$ cat src/rtl/ifetch_page_walker.sv
// Sv32 instruction-side page-table walker: one walk at a time, level-1 then
// level-0 PTE reads over a single-outstanding read port, one-cycle result pulse.
module ifetch_page_walker #(
  parameter int PADDR_W = 34,
  parameter int PPN_W   = 22
) (
  input  logic               clk,
  input  logic               rst,
  input  logic               IN_req_valid,
  input  logic [31:0]        IN_req_vaddr,
  output logic               OUT_req_ready,
  input  logic [PPN_W-1:0]   IN_rootPPN,
  input  logic               IN_flush,
  output logic               OUT_mem_valid,
  output logic [PADDR_W-1:0] OUT_mem_addr,
  input  logic               IN_mem_ready,
  input  logic               IN_mem_rvalid,
  input  logic [31:0]        IN_mem_rdata,
  output logic               OUT_res_valid,
  output logic [19:0]        OUT_res_vpn,
  output logic [PPN_W-1:0]   OUT_res_ppn,
  output logic               OUT_res_super,
  output logic               OUT_res_fault,
  output logic [4:0]         OUT_res_perm
);

  typedef enum logic [2:0] {
    IDLE    = 3'd0,
    L1_REQ  = 3'd1,
    L1_WAIT = 3'd2,
    L0_REQ  = 3'd3,
    L0_WAIT = 3'd4,
    RESP    = 3'd5,
    DRAIN   = 3'd6
  } state_t;

  typedef struct packed {
    logic [11:0] ppn1;
    logic [9:0]  ppn0;
    logic [1:0]  rsw;
    logic        d;
    logic        a;
    logic        g;
    logic        u;
    logic        x;
    logic        w;
    logic        r;
    logic        v;
  } pte_t;

  state_t state_q, state_d;

  logic [19:0]        vpn_q;
  logic [PADDR_W-1:0] addr_q;
  logic [PADDR_W-1:0] addr_d;
  logic               addr_load;
  logic               accept;

  logic               res_load;
  logic [PPN_W-1:0]   res_ppn_d;
  logic               res_super_d;
  logic               res_fault_d;
  logic [4:0]         res_perm_d;

  // PTE decode, shared by both levels
  pte_t pte;
  logic pte_invalid;
  logic pte_leaf;
  logic l1_fault;
  logic l0_fault;
  logic [4:0] pte_perm;

  assign pte         = pte_t'(IN_mem_rdata);
  assign pte_invalid = !pte.v || (!pte.r && pte.w);
  assign pte_leaf    = pte.r || pte.x;
  assign l1_fault    = pte_invalid || (pte_leaf && ((pte.ppn0 != 10'd0) || !pte.a));
  assign l0_fault    = pte_invalid || !pte_leaf || !pte.a;
  assign pte_perm    = {pte.u, pte.x, pte.w, pte.r, pte.g};

  // Page offset, reserved-for-software bits and D play no part in an ifetch walk.
  logic unused_bits;
  assign unused_bits = ^{IN_req_vaddr[11:0], pte.rsw, pte.d};

  // NOTE: state register uses non-blocking assignment so every flop samples
  // the pre-edge value of its inputs regardless of block ordering.
  always_ff @(posedge clk or negedge rst) begin
    if (!rst) state_q <= IDLE;
    else      state_q <= state_d;
  end

  // NOTE: every variable driven here gets a default first; a path that skips
  // an assignment would otherwise infer a latch.
  always_comb begin
    state_d     = state_q;
    accept      = 1'b0;
    addr_load   = 1'b0;
    addr_d      = '0;
    res_load    = 1'b0;
    res_ppn_d   = '0;
    res_super_d = 1'b0;
    res_fault_d = 1'b0;
    res_perm_d  = '0;

    unique case (state_q)
      IDLE: begin
        if (IN_req_valid && !IN_flush) begin
          accept    = 1'b1;
          addr_load = 1'b1;
          addr_d    = {IN_rootPPN, IN_req_vaddr[31:22], 2'b00};
          state_d   = L1_REQ;
        end
      end

      // A handshake that completes under flush still owes us one rvalid.
      L1_REQ: begin
        if (IN_mem_ready)  state_d = IN_flush ? DRAIN : L1_WAIT;
        else if (IN_flush) state_d = IDLE;
      end

      L1_WAIT: begin
        if (IN_mem_rvalid) begin
          if (IN_flush) begin
            state_d = IDLE;
          end else if (l1_fault) begin
            res_load    = 1'b1;
            res_fault_d = 1'b1;
            state_d     = RESP;
          end else if (pte_leaf) begin
            res_load    = 1'b1;
            res_super_d = 1'b1;
            res_ppn_d   = {pte.ppn1, vpn_q[9:0]};
            res_perm_d  = pte_perm;
            state_d     = RESP;
          end else begin
            addr_load = 1'b1;
            addr_d    = {pte.ppn1, pte.ppn0, vpn_q[9:0], 2'b00};
            state_d   = L0_REQ;
          end
        end else if (IN_flush) begin
          state_d = DRAIN;
        end
      end

      L0_REQ: begin
        if (IN_mem_ready)  state_d = IN_flush ? DRAIN : L0_WAIT;
        else if (IN_flush) state_d = IDLE;
      end

      L0_WAIT: begin
        if (IN_mem_rvalid) begin
          if (IN_flush) begin
            state_d = IDLE;
          end else begin
            res_load    = 1'b1;
            res_fault_d = l0_fault;
            res_ppn_d   = l0_fault ? '0 : {pte.ppn1, pte.ppn0};
            res_perm_d  = l0_fault ? '0 : pte_perm;
            state_d     = RESP;
          end
        end else if (IN_flush) begin
          state_d = DRAIN;
        end
      end

      RESP:  state_d = IDLE;

      DRAIN: if (IN_mem_rvalid) state_d = IDLE;

      default: state_d = IDLE;
    endcase
  end

  // NOTE: all datapath registers take the async reset so outputs read zero
  // immediately, even mid-walk.
  always_ff @(posedge clk or negedge rst) begin
    if (!rst) begin
      vpn_q         <= '0;
      addr_q        <= '0;
      OUT_res_vpn   <= '0;
      OUT_res_ppn   <= '0;
      OUT_res_super <= 1'b0;
      OUT_res_fault <= 1'b0;
      OUT_res_perm  <= '0;
    end else begin
      if (accept)    vpn_q  <= IN_req_vaddr[31:12];
      if (addr_load) addr_q <= addr_d;
      if (res_load) begin
        OUT_res_vpn   <= vpn_q;
        OUT_res_ppn   <= res_ppn_d;
        OUT_res_super <= res_super_d;
        OUT_res_fault <= res_fault_d;
        OUT_res_perm  <= res_perm_d;
      end
    end
  end

  // Memory-side outputs depend only on state and registers.
  assign OUT_req_ready = (state_q == IDLE);
  assign OUT_mem_valid = (state_q == L1_REQ) || (state_q == L0_REQ);
  assign OUT_mem_addr  = addr_q;
  assign OUT_res_valid = (state_q == RESP) && !IN_flush;

endmodule

$ cat config.mk
export PLATFORM = sky130hd
export DESIGN_NAME = ifetch_page_walker
export DESIGN_NICKNAME = d
export VERILOG_FILES = /design/src/rtl/ifetch_page_walker.sv
export SDC_FILE = /design/constraint.sdc
export NUM_CORES = 1
export LEC_CHECK = 0
export ABC_CLOCK_PERIOD_IN_PS = 1700
export CORE_ASPECT_RATIO = 0.5
export CORE_MARGIN = 1.5
export CORE_UTILIZATION = 35
export DETAILED_ROUTE_END_ITERATION = 6
export HOLD_SLACK_MARGIN = 0.12
export PLACE_DENSITY = 0.7
export SLEW_MARGIN = 20
export SYNTH_ARGS = -nofsm -noshare
export SYNTH_HDL_FRONTEND = slang
export SYNTH_SLANG_ARGS = --single-unit
$ cat constraint.sdc
create_clock -name clk -period 1.7 [get_ports clk]
set_clock_uncertainty 0.15 [all_clocks]
set_input_delay 0.255 -clock clk [delete_from_list [all_inputs] [get_ports clk]]
set_output_delay 0.255 -clock clk [all_outputs]
set_load 0.02 [all_outputs]
Word-level counts from Yosys, hierarchy flattened:

Cells that the tools add are included.
W data, S select, Z words.

* logic and storage cells: 96
* register bits: 106
* output and inout port bits: 86

* reduce and logical (&&, ||, !) cells: 19
* eq/ne operators: 8
* multiplexer cells: 61

Operator list (number)
* $mux W34: 5
* $mux W22: 7
* $pmux W34 S2: 1
* $pmux W22 S2: 1
* $mux W3: 13
* $mux W5: 7
* $mux W1: 21
* $pmux W3 S6: 1
* $pmux W5 S2: 1
* $reduce_bool A10 Y1: 1
* $eq A3 B3 Y1 const B: 3
* $logic_or A1 B1 Y1: 7
* $eq A3 B2 Y1 const B: 2
* $pmux W1 S2: 3
* $logic_not A1 Y1: 5
* $logic_and A1 B1 Y1: 4
* $eq A3 B1 Y1 const B: 1
* $logic_not A3 Y1: 1
* $mux W2: 1
* $ne A2 B1 Y1 const B: 1
* $ne A2 B2 Y1 const B: 1
* $reduce_and A2 Y1: 1

Longest topological paths before layout:

Gate-level depths: netlist of run 1.

* depth after elaboration: 9
* mapped depth: 7
* gate-level depth less buffers: 4

Least setup slack after synthesis of run 1:

OpenSTA, ideal clock, no wires.

* kind: input to register
* start point: in IN_mem_rdata[2]
* end point: reg OUT_res_perm[4]
* library setup time: 0.121 ns
* path slack: -0.174 ns
* stages on the path: 6
* arrival: 1.603 ns
* cell sequence: or4b_4 -> o211a_4 -> o211a_1 -> buf_6 -> buf_6 -> a22o_1

* word-level cells in the longest chain between the ends: 8

RTL lines
* start, declared: RTL line 18 `input logic [31:0] IN_mem_rdata,`
* $logic_and A1 B1 Y1 (*): RTL line 74 `assign pte_invalid = !pte.v || (!pte.r && pte.w);`
* $logic_or A1 B1 Y1 (*): RTL line 74
* $logic_or A1 B1 Y1 (2 in series): RTL line 77 `assign l0_fault = pte_invalid || !pte_leaf || !pte.a;`
* $mux W5: RTL line 157 `res_perm_d = l0_fault ? '0 : pte_perm;`
* $mux W5: RTL line 151 `if (IN_flush) begin`
* $mux W5: RTL line 150 `if (IN_mem_rvalid) begin`
* $pmux W5 S2: RTL line 104 `unique case (state_q)`
* end signal, assigned: RTL line 192 `OUT_res_perm <= res_perm_d;`
* end, declared: RTL line 24 `output logic [4:0] OUT_res_perm`

Every way passes the cells marked *; elsewhere a longest branch is shown, timed or not.
A chain may end at the register's enable or synchronous reset.

Worst setup path in the final report of run 1:

* start point: reg state_q[0]
* end point: reg OUT_res_super

* word-level cells in the longest chain between the ends: 2

RTL lines
* start, declared: RTL line 51 `state_t state_q, state_d;`
* start signal, assigned: RTL line 88 `else state_q <= state_d;`
* $eq A3 B3 Y1 / $eq A3 B2 Y1 (equally long branches): RTL line 104
* $pmux W1 S2 / $mux W1 (equally long branches): RTL line 104
* end signal, assigned: RTL line 190 `OUT_res_super <= res_super_d;`
* end, declared: RTL line 22 `output logic OUT_res_super,`

Several ways; a longest one is shown, not always the timed one.

==> results of run 1 <==
-- layout make-up --
cell class	count	area, um^2	share of cell area
sequential	104	2610	0.332
clock buffer	9	225	0.0287
timing repair buffer	249	2700	0.343
inverter	1	3.75	0.000478
multi-input combinational	251	2060	0.262
tap	165	206	0.0263
clock inverter	7	55.1	0.00701
-- power by group through the flow --
stage / clock, W / combinational, W / sequential [W]
floorplan: 0 / 0.00166 / 0.00493
global route: 0.00211 / 0.00595 / 0.00443
finish: 0.00201 / 0.00565 / 0.00432
global placement: 0 / 0.00475 / 0.00422
CTS: 0.00201 / 0.00489 / 0.00422
detailed placement: 0 / 0.00482 / 0.00425
-- worst max-delay path, delay by kind of cell, from the launching register on --
| family | cells | cell delay, ns |
|---|---|---|
| flops | 1 | 0.47 |
| compound gates | 2 | 0.38 |
| buf+inv | 4 | 0.61 |
| simple gates | 1 | 0.25 |
-- cells by family after synthesis --
kind of cell,share of synthesized area
DFF,0.590
buffers and inverters,0.0385
xor gates and xnor gates,0.00198
muxes,0.0533
and+or+nand+nor,0.116
other,0.000850
AOI/OAI and AO/OA,0.200
-- path summary, 6_finish.rpt --
path / startpoint / to / slack, ns / cells after the start
worst max-delay path: state_q[0] / OUT_res_super / -0.28 / 7
worst min-delay path: rst / OUT_res_perm[3] / 0.24 / 2
worst max register to register: state_q[0] / OUT_res_super / -0.28 / 7
worst min register to register: OUT_mem_addr[4] / OUT_mem_addr[4] / 0.33 / 1
max in group asynchronous: rst / OUT_res_ppn[21] / 0.64 / 3
min in group clk: OUT_mem_addr[4] / OUT_mem_addr[4] / 0.33 / 1
-- timing repair --
item	in CTS	in global routing
pin swaps	43	32
hold endpoints to repair	107	0
setup buffers	16	16
gates cloned	9	5
hold buffers	4	0
resized for setup	167	89
endpoints found under the setup margin	187	105
-- layer usage --
| metal | wire length (um) | track usage |
|---|---|---|
| met4 | 377 | 0.0743 |
| met3 | 1000 | 0.0425 |
| met2 | 8640 | 0.405 |
| met5 | 0 | 0 |
| met1 | 7400 | 0.305 |
-- flip-flops by register name (all words and copies together) (netlist names) --
register       count
OUT_res_ppn       22
OUT_mem_addr      32
OUT_res_perm       5
OUT_res_vpn       20
OUT_res_fault      1
OUT_res_super      1
state_q            3
vpn_q             20
-- stage by stage --
stage	utilization	TNS (ns)	hold WS [ns]	area, um^2	total power, W
2_1_floorplan	-	-4.54	-0.191	4490	0.00659
3_3_place_gp	0.539	-57.95	0.0821	6500	0.00897
6_report	0.651	-18.58	0.245	7850	0.0120
4_1_cts	0.606	-10.31	0.252	7300	0.0111
5_1_grt	0.651	-23.50	0.285	7850	0.0125
3_5_place_dp	0.539	-60.38	0.0785	6500	0.00907
-- cell usage in the layout, fill, tap and decap left out, types with 6 or more instances in the layout --
cell type and n:
a21o_1 32, a21oi_1 6, a22o_1 51, a31oi_4 6, buf_12 21, buf_16 6, buf_4 37, buf_6 19
clkbuf_16 12, clkdlybuf4s50_1 70, dfrtp_1 102, dlygate4sd2_1 82, mux2_4 20, nand2_1 42, nand2_2 19, nand3_1 10
nor2_1 12
==> summary.txt, run 1 <==
Outcome
  – Status: finished, violations left
  – Failing checks: negative setup slack

Power
  – Switch Pwr: between 0.004 and 0.005 W
  – Net Sw Frac: 0.391
  – Static Leak: between 3 and 4 nW
  – Pwr dens: between 1500 and 2000 mW/mm^2
  – Clock Power Share: 0.167
  – P_int: 0.00729 W
  – Combinational power share: 0.472
  – Worst-case vdd ir drop: roughly 0.00075 V
  – Sequential cell fraction of total power: 0.361

Die
  – Width of the die: ~160 um
  – Initial core utilization: 0.366
  – Core footprint: 0.0121 mm^2
  – Die Height: around 82 um
  – Die area: about 0.013 mm^2
  – # rows: 28
  – I/O pin total: about 180

Final layout
  – # fillers: ~870
  – Share of cells above drive strength 1: 0.306
  – Diode count: 0
  – Fin nets: 708
  – Syn-to-layout area delta: 77.9%
  – Layout Cells excl Fill: between 700 and 800

Drt
  – Initial DRC count: 321
  – DRT antenna net count: 0
  – DRT Pass-1 Iters: 6
  – Routed WL per cell: ~22 um
  – Vias: 4280
  – Final WL: roughly 17000 um
  – Number of remaining DRC errors: 0
  – Vias per cell: around 5.4

Clocking
  – CTS max path bufs: 2
  – CTS tree: done
  – Worst-Skew Late Latency: ~0.35 ns
  – CTS Buf Count: 9
  – Clk root buf: clkbuf_16
  – Worst-path clk slew: around 0.08 ns
  – Clock sink count: 104
  – H-tree level count: 3

GRT
  – Total global routing overflow: 0
  – GRT Util Overall: 0.234
  – Largest net degree at the start of global routing: 32
  – Number of global-route vias before repair: 4159
  – Initial antenna violation count: 0
  – First-pass GRT wire length: 23200 um

STA
  – Final setup viols: 105
  – Final hold vios: 0
  – Peak Freq: between 0.5 and 0.6 GHz
  – Min Tclk post-route: between 1.5 and 2 ns
  – Pins over their slew limit: 0
  – PnR worst setup slack: -0.284 ns
  – RSZ-0062 raised after global routing: yes
  – Fin crit share: 1.17

Critical path
  – Worst EP required: approximately 1.8 ns
  – Worst-path cell chain: nor3b_4 > o211ai_1 > buf_4 > buf_12 > buf_12 > buf_12 > a22o_1
  – Critical path's slowest cell: dfrtp_2
  – WS Path Type: reg2reg
  – Critical Path Fanout Max: 7
  – Most frequent CP cell: buf_12
  – Delay of the slowest cell on the worst path: around 0.47 ns
  – Critical path launch point type: flip-flop
  – CP endpoint kind: flip-flop
  – Crit path arrival time: slightly above 2 ns

Placed design
  – Worst slack, placed: -0.691 ns
  – Gpl congestion: a little over 0.8
  – IO Port Bufs: 160
  – Placed cells: between 700 and 800
  – DP HPWL: just under 10000 um

Yosys
  – Area of the mapped netlist: around 0.0044 mm^2
  – Share of the synthesized area in the top cell type: 0.590
  – Commonest cells post-synth: 104 x dfrtp_1, 65 x nand2_1, 51 x a22o_1
  – Post-synth ARST share: 1.00
  – Area leader, netlist: dfrtp_1
  – Synthesized area per cell: approximately 11 um^2
  – Most frequent cell after synthesis: dfrtp_1
  – Number of synthesized flops with an enable pin: 0
  – Register area share after synthesis: 0.590
  – Flops & latches, synth: around 100
  – Main synth FF type: dfrtp_1
  – Top post-synthesis cells by area: dfrtp_1 59%, a22o_1 10%, nand2_1 5.5%
  – Synth unique cells: 35
  – Yosys warns: 0
  – Synth Instances: about 390

Worst hold path
  – Hold Path Class: in2async

Run
  – Max-capacitance violation count: 0
No activity file was read; power rests on OpenSTA's default activity.
==> run 2, diff against run 1 <==
Settings changed: CORE_UTILIZATION 35 to 39, PLACE_DENSITY 0.7 to 0.76.
==> run 2 against run 1 <==
Compared with the run above:
- the flow still finishes with violations (negative setup slack)
- global-route usage is 5.9 points higher
- count of clock-buffer cells in the layout rose by 3
- power increased by 7.3%
- flip-flop and latch count did not move
- setup slack worse by 0.018 ns
- combinational power is 8.7% higher
- critical endpoint is now OUT_mem_addr[6]
- largest power group unchanged
==> summary.txt, run 2 (same netlist as run 1, synthesis figures left out) <==
Power
  – Net Sw Frac: 0.398
  – Combinational power share: 0.478
  – Pwr Total: approximately 0.013 W
  – Sequential cell fraction of total power: 0.350
  – Pwr dens: 1580 mW/mm^2
  – Static Leak: approximately 4.0 nW
  – Switch Pwr: 0.00511 W
  – P_int: around 0.0077 W
  – Clock Power Share: 0.172
  – Worst-case vdd ir drop: approximately 0.0009 V

Critical path
  – R2R setup slack: -0.30 ns
  – Crit path arrival time: between 2 and 2.5 ns
  – CP endpoint kind: flip-flop
  – Register-to-Register Path Depth: 7
  – Worst EP required: about 1.8 ns
  – WS Path Type: reg2reg
  – Worst r2r dst: OUT_mem_addr[6]
  – Critical path launch point type: flip-flop
  – Critical Path Fanout Max: 8
  – Reg2reg start: state_q[0]

Drt
  – Number of remaining DRC errors: 0
  – Final WL: a little over 20000 um
  – Vias: 4620
  – DRT Pass-1 Iters: 5
  – DRT antenna net count: 0
  – Vias per cell: 5.98
  – Routed WL per cell: ~26 um
  – Initial DRC count: between 400 and 500

Clocking
  – CTS tree: done
  – Clock sink count: around 100
  – Clk root buf: clkbuf_16
  – H-tree level count: 3
  – Worst-Skew Late Latency: 0.35 ns
  – CTS max path bufs: 2
  – Worst-path clk slew: 0.08 ns
  – CTS Buf Count: 9

STA
  – Fin crit share: 1.18
  – Final setup viols: 104
  – Slew HR: 0.620
  – Pins over their slew limit: 0
  – Worst Tran Pin Value: about 0.57 ns
  – Worst hold slack: 0.236 ns
  – Min Tclk post-route: around 2 ns
  – Final hold vios: 0
  – Peak Freq: ~0.5 GHz
  – RSZ-0062 raised after global routing: yes
  – Fin Setup TNS: -16.85 ns
  – PnR worst setup slack: -0.303 ns

Final layout
  – Diode count: 0
  – # fillers: just over 600
  – Commonest non-fill, non-tap cell in the layout: dfrtp_1
  – Share of cells above drive strength 1: 0.354
  – Commonest non-fill, non-tap cells in the layout: 102 x dfrtp_1, 78 x dlygate4sd2_1, 69 x clkdlybuf4s50_1
  – Fin nets: 714
  – Syn-to-layout area delta: 84.2%
  – Largest register FFs: 32

Die
  – Width of the die: ~150 um
  – Die area: between 0.01 and 0.015 mm^2
  – Die Height: 78.2 um
  – # rows: 27
  – Core footprint: between 0.01 and 0.015 mm^2
  – Initial core utilization: 0.401
  – I/O pin total: 178

GRT
  – First-pass GRT wire length: roughly 26000 um
  – Number of global-route vias before repair: 4546
  – GRT Util Overall: 0.293
  – Initial antenna violation count: 0
  – Largest net degree at the start of global routing: 34
  – Total global routing overflow: 0

Placed design
  – DP HPWL: ~10000 um
  – Gpl congestion: 0.829
  – Worst slack, placed: -0.645 ns
  – IO Port Bufs: between 150 and 200

Worst hold path
  – Hold Path Class: in2async

Outcome
  – Status: finished, violations left
  – Failing checks: negative setup slack

Run
  – Max-capacitance violation count: 0
==> run 2: cell types whose count changed in the layout (fill, tap and decap cells not counted), sizes merged <==
cell | previous run | this run
bufinv | 0 | 1
clkbuf | 12 | 22
clkdlybuf4s50 | 70 | 69
clkinv | 4 | 2
dlygate4sd2 | 82 | 78
dlymetal6s2s | 0 | 5
inv | 3 | 1
nor2 | 18 | 17
==> run 2: area by class of cell <==
cell class | count | area [um^2] | share of cell area
clock buffer | 12 | 267 | 0.0328
multi-input combinational | 250 | 2200 | 0.271
sequential | 104 | 2610 | 0.320
clock inverter | 4 | 51.3 | 0.00631
tap | 145 | 181 | 0.0223
timing repair buffer | 256 | 2820 | 0.347
inverter | 1 | 3.75 | 0.000462
==> run 2: worst max-delay path by stage <==
stage / to / start / slack (ns) / depth (start not counted)
after floorplan: OUT_res_perm[4] / IN_mem_rdata[2] / -0.17 / 6
after global placement: OUT_res_perm[3] / IN_mem_rdata[2] / -0.61 / 6
after detailed placement: OUT_res_ppn[11] / IN_mem_rdata[2] / -0.65 / 6
after CTS: OUT_res_perm[4] / state_q[0] / -0.19 / 8
after global routing: OUT_mem_addr[6] / state_q[0] / -0.34 / 7
final: OUT_mem_addr[6] / state_q[0] / -0.30 / 7
==> run 2: through the flow <==
stage | cells | area [um^2] | utilization
2_1_floorplan | 386 | 4490 | -
3_3_place_gp | 706 | 6490 | 0.589
3_5_place_dp | 706 | 6490 | 0.589
4_1_cts | 755 | 7530 | 0.683
5_1_grt | 772 | 8130 | 0.738
6_report | 772 | 8130 | 0.738
==> run 2: layer usage <==
metal / track usage / part of all wire / vias up
met4: 0.131 / 0.058 / 0
met1: 0.353 / 0.39 / 2292
li1: - / - / 1872
met5: 0 / 0 / -
met3: 0.0895 / 0.085 / 112
met2: 0.491 / 0.47 / 344
==> run 2: timing repair <==
action,in CTS,in global routing
hold endpoints to repair,107,0
resized for setup,205,93
hold buffers,4,0
endpoints found under the setup margin,182,110
pin swaps,43,67
gates cloned,11,11
buffers inserted,18,9
==> run 2: critical path, cell delays in order, from the launching register on <==
cell	delay [ns]
dfrtp_2	0.44
nor4b_4	0.31
buf_4	0.16
nor3b_4	0.21
buf_12	0.19
clkbuf_16	0.17
a22o_1	0.15
a21o_1	0.14
==> run 2: power by group through the flow <==
stage | Sequential [W] | Combinational [W] | Clock, W
floorplan | 0.00493 | 0.00166 | 0
global placement | 0.00421 | 0.00477 | 0
detailed placement | 0.00425 | 0.00490 | 0
CTS | 0.00423 | 0.00517 | 0.00219
global route | 0.00455 | 0.00638 | 0.00235
finish | 0.00450 | 0.00614 | 0.00221
==> run 3, diff against run 2 <==
Settings changed: CAP_MARGIN from default to 20.
==> results of run 3 <==
Same layout as run 2: the final DEF is identical, and so are final timing and power.
